`src/rtl/eater_pkg.sv`:
```
// eater_pkg: opcodes, control-word bit indices and microstep count for the control sequencer
package eater_pkg;
  localparam int NSTEPS_DEF = 5;
  localparam int HLT = 15, MI = 14, RI = 13, RO = 12, IO = 11, II = 10, AI = 9, AO = 8;
  localparam int EO = 7, SU = 6, BI = 5, OI = 4, CE = 3, CO = 2, J = 1, FI = 0;
  typedef enum logic [3:0] {
    OP_NOP = 4'h0, OP_LDA = 4'h1, OP_ADD = 4'h2, OP_SUB = 4'h3, OP_STA = 4'h4,
    OP_LDI = 4'h5, OP_JMP = 4'h6, OP_JC = 4'h7, OP_JZ = 4'h8, OP_OUT = 4'hE, OP_HLT = 4'hF
  } opcode_t;
  function automatic logic [15:0] cb(input int i);
    return 16'(1) << i;
  endfunction
endpackage

```
`src/rtl/microcode_rom.sv`:
```
// microcode_rom: pure combinational decode of (step, opcode, flags) to the control word
module microcode_rom
  import eater_pkg::*;
(
  input  logic [2:0]  step,
  input  logic [3:0]  ir_op,
  input  logic        cf,
  input  logic        zf,
  output logic [15:0] ctrl
);
  always_comb begin
    ctrl = '0;
    case (step)
      3'd0: ctrl = cb(CO) | cb(MI);
      3'd1: ctrl = cb(RO) | cb(II) | cb(CE);
      3'd2:
        case (ir_op)
          OP_LDA, OP_ADD, OP_SUB, OP_STA: ctrl = cb(IO) | cb(MI);
          OP_LDI: ctrl = cb(IO) | cb(AI);
          OP_JMP: ctrl = cb(IO) | cb(J);
          OP_JC:  ctrl = cf ? cb(IO) | cb(J) : '0;
          OP_JZ:  ctrl = zf ? cb(IO) | cb(J) : '0;
          OP_OUT: ctrl = cb(AO) | cb(OI);
          OP_HLT: ctrl = cb(HLT);
          default: ctrl = '0;
        endcase
      3'd3:
        case (ir_op)
          OP_LDA: ctrl = cb(RO) | cb(AI);
          OP_ADD, OP_SUB: ctrl = cb(RO) | cb(BI);
          OP_STA: ctrl = cb(AO) | cb(RI);
          default: ctrl = '0;
        endcase
      3'd4:
        case (ir_op)
          OP_ADD: ctrl = cb(EO) | cb(AI) | cb(FI);
          OP_SUB: ctrl = cb(EO) | cb(AI) | cb(FI) | cb(SU);
          default: ctrl = '0;
        endcase
      default: ctrl = '0;
    endcase
  end
endmodule

```
`src/rtl/control_seq.sv`:
```
// control_seq: microstep counter with run gating and halt latch around microcode_rom.
// Define EARLY_END_EN to restart fetch right after an instruction's last non-zero microstep.
module control_seq
  import eater_pkg::*;
#(
  parameter int NSTEPS = NSTEPS_DEF
) (
  input  logic        clk,
  input  logic        clr_n,
  input  logic        run,
  input  logic [3:0]  ir_op,
  input  logic        cf,
  input  logic        zf,
  output logic [15:0] ctrl,
  output logic [2:0]  step,
  output logic        halted
);
  logic [15:0] word;
  logic [2:0]  step_nxt;
  logic        halted_nxt, last, adv;
  microcode_rom u_rom (.step(step), .ir_op(ir_op), .cf(cf), .zf(zf), .ctrl(word));
`ifdef EARLY_END_EN
  logic [15:0]       words [NSTEPS];
  logic [NSTEPS-1:0] live;
  // Look-ahead copies of the ROM tell whether any later step still does work
  for (genvar i = 0; i < NSTEPS; i++) begin : g_look
    microcode_rom u_look (.step(3'(i)), .ir_op(ir_op), .cf(cf), .zf(zf), .ctrl(words[i]));
    assign live[i] = |words[i];
  end
  assign last = (step == 3'(NSTEPS - 1)) || (((live >> step) >> 1) == '0);
`else
  assign last = step == 3'(NSTEPS - 1);
`endif
  assign adv = run && !halted;
  always_ff @(posedge clk or negedge clr_n)
    if (!clr_n) begin
      step   <= '0;
      halted <= 1'b0;
    end else begin
      step   <= step_nxt;
      halted <= halted_nxt;
    end
  always_comb begin
    halted_nxt = halted | (adv & word[HLT]);
    step_nxt   = (!adv || word[HLT]) ? step : last ? '0 : step + 3'd1;
  end
  always_comb ctrl = !clr_n ? '0 : halted ? cb(HLT) : run ? word : '0;
endmodule

```
`config.mk`:
```
export PLATFORM = sky130hd
export DESIGN_NAME = control_seq
export DESIGN_NICKNAME = d
export VERILOG_FILES = /design/src/rtl/eater_pkg.sv /design/src/rtl/microcode_rom.sv /design/src/rtl/control_seq.sv
export SDC_FILE = /design/constraint.sdc
export NUM_CORES = 1
export LEC_CHECK = 0
export CAP_MARGIN = 20
export CORE_UTILIZATION = 41
export DETAILED_ROUTE_END_ITERATION = 10
export HOLD_SLACK_MARGIN = 0.02
export PLACE_DENSITY = 0.87
export SYNTH_ARGS = -nofsm -noshare
export SYNTH_HDL_FRONTEND = slang
export SYNTH_SLANG_ARGS = --single-unit
```
`constraint.sdc`:
```
create_clock -name clk -period 2.5 [get_ports clk]
set_clock_uncertainty 0.05 [all_clocks]
set_input_delay 0.5 -clock clk [delete_from_list [all_inputs] [get_ports clk]]
set_output_delay 0.5 -clock clk [all_outputs]
set_load 0.02 [all_outputs]
```
==> run summary <==
Outcome: finished, final reports clean
R2R Path Start: step[0]
Total gr overflow: 0
Leak Pwr: 0.000465 uW
Seq. cell area: 100 um^2
Final setup fails: 0
Worst setup EP type: primary output
DIE AREA: 1510 um^2
Reg2reg path depth: 5
Commonest cells after routing, fill and taps aside: buf_4, clkdlybuf4s50_1, dlygate4sd2_1, nor2_1, a21oi_1
Crit path time final: 2430 ps
Final Slew Violations: 0
Most common cell after layout, fill and taps aside: buf_4
Synth area leaders: dfrtp_1, ha_1, mux2_4, a21oi_1, nor2_1
First-pass GRT wire length: 2940 um
GRT Total Usage: 0.299
Tot Pwr: 770 uW
Input/output buffers: 28
Predominant post-synthesis flop cell: dfrtp_1
Die H: 38.8 um
Drt wl/cell: 14.8 um
Critical path destination: ctrl[14]
Largest area contributor in the netlist: dfrtp_1
Layout cells sized above 1: 0.297
RePlAce Congestion: 0.772
Post-Syn Nets: 86
Clock tree from TritonCTS: built
Max H-tree Level: 1
Seq/Total Area, Yosys: 0.180
Detailed-route DRC error count: 0
Endpoints failing hold: 0
Via count: 703
I/O pins: 29
Final cycle utilization of the critical path: 0.973
R2R setup slack: 710 ps
CP startpoint: ir_op[1]
CTS Buf Count: 3
Max Fclk: 411 MHz
Hpwl dp: 1430 um
Post-CTS Hold Buffers: 0
Setup CP Type: input port to primary output
Clk_lat worst skew: 250 ps
Max-Cap Viols: 0
DRT iter0 DRCs: 11
Yosys cell types: 33
Post-Syn Area: 556 um^2
CTS sink cnt: 4
Max-slew headroom: 0.791
Antenna diodes: 0
RSZ-0062 raised after global routing: true
Crit path max-delay family: buffers and inverters
Asr flop ratio synth: 1.00
CP Max Fanout: 5
Synth Warn #: 0
Post-layout nets: 127
Die width: 38.8 um
Site Rows: 12
Synth Register Bits: 4
Synth Area per Inst: 7.72 um^2
Initial antenna violation count: 0
Cell type of the slowest stage on the worst timing path: clkdlybuf4s50_1
Initial core utilization: 0.468
Cells after synthesis: 72
CP Launch Type: input port
Largest net degree at the start of global routing: 9
Vias per cell: 5.62
ANT nets after route: 0
Critical path data arrival time: 1880 ps
Worst path bufs/invs: 2
Clock Tree Buf Depth: 2
Detailed Route WL: 1840 um
Worst-margin pin slew: 313 ps
Number of flops mapped to enable cells by yosys: 0
HP Class: flip-flop to flip-flop
Cells along the critical path: clkdlybuf4s50_1 -> or3_1 -> a41oi_1 -> a2111oi_2 -> buf_2
CP max stage delay: 490 ps
Worst vdd ir: 627 uV
Pre-antenna DRT Iters: 4
Clock transition at path regs: 30 ps
Multi-input logic area: 418 um^2
Layout area overhead: 62.6%
Placed cells: 121
Critical path depth: 5
Root buf cell: clkbuf_4
Vias in the first global route: 672
Worst EP required: 1950 ps
Filler cells: 94
Non-Filler Instances: 125
Top cell type's share of synthesized area: 0.180
Crit Reg-Reg Endpoint: step[0]
PD cells: 852 nW/um^2
Core area: 1190 um^2
## worst register-to-register path: stages (launching register included)
cell     delay [ps]
dfrtp_1         390
inv_1            80
ha_1            250
and3b_1         230
a211o_2         350
mux2_4          310
## cells by family after synthesis
| logic type | Yosys count | synth area share |
|---|---|---|
| AOI/OAI and AO/OA | 19 | 0.234 |
| adders and majority gates | 5 | 0.113 |
| buffers and inverters | 11 | 0.0923 |
| DFF | 4 | 0.180 |
| muxes | 3 | 0.0811 |
| and+or+nand+nor | 30 | 0.300 |
## layout make-up
type | instances | share of cell area
clock buffers | 3 | 0.0249
inverters | 6 | 0.0249
multi-input cells | 57 | 0.463
flip-flops and latches | 4 | 0.111
well taps | 14 | 0.0194
repair buffers | 41 | 0.357
## routing by layer
layer  track usage  share of wire  vias to the layer above  wire length, um
li1              -              -                      343                -
met1         0.291           0.39                      330              714
met2         0.567           0.56                       25             1030
met3        0.0578          0.031                        5               58
met4         0.172          0.024                        0               44
met5             0              0                        -                0
## worst min-delay path by stage
| stage | start | cells after the start | slack, ps | endpoint |
|---|---|---|---|---|
| 2_1_floorplan | clr_n | 0 | 150 | halted |
| 3_5_place_dp | halted | 1 | 510 | halted |
| 4_1_cts | halted | 1 | 510 | halted |
| 6_report | halted | 1 | 520 | halted |
| 5_1_grt | halted | 1 | 540 | halted |
| 3_3_place_gp | halted | 1 | 470 | halted |
## where the power goes
part           internal (uW)  switching (uW)  total (uW)
registers               97.4            34.9         132
logic                    271             283         554
clock network           53.9            29.7        83.6
## what timing repair did
item	in CTS	in global routing
buffers inserted	1	0
endpoints found under the setup margin	16	10
pin swaps	0	0
cloned	0	0
resized for setup	34	14
## state kept, by name, summed over array words and instances, names as in the netlist
name    flops
halted      1
step        3
## cells in the mapped netlist, types with 2 or more instances
cell,number
nor2_1,7
ha_1,5
nand2_1,6
inv_1,6
and3_1,3
a2111oi_0,2
or3_1,2
o211ai_1,2
dfrtp_1,4
buf_4,2
mux2_4,3
a21oi_1,7
and3b_1,2
nand4_1,2
## through the flow
stage	TNS [ps]	hold WS (ps)	util	setup WS, ps	instance area [um^2]
3_3_place_gp	-4760	474	0.773	-458	917
2_1_floorplan	0	154	-	94.8	558
5_1_grt	-10.9	538	0.762	-9.33	903
4_1_cts	0	513	0.780	13.5	925
3_5_place_dp	-5240	510	0.773	-464	917
6_report	0	523	0.762	68.0	903
Power figures use the tool's default switching activity.
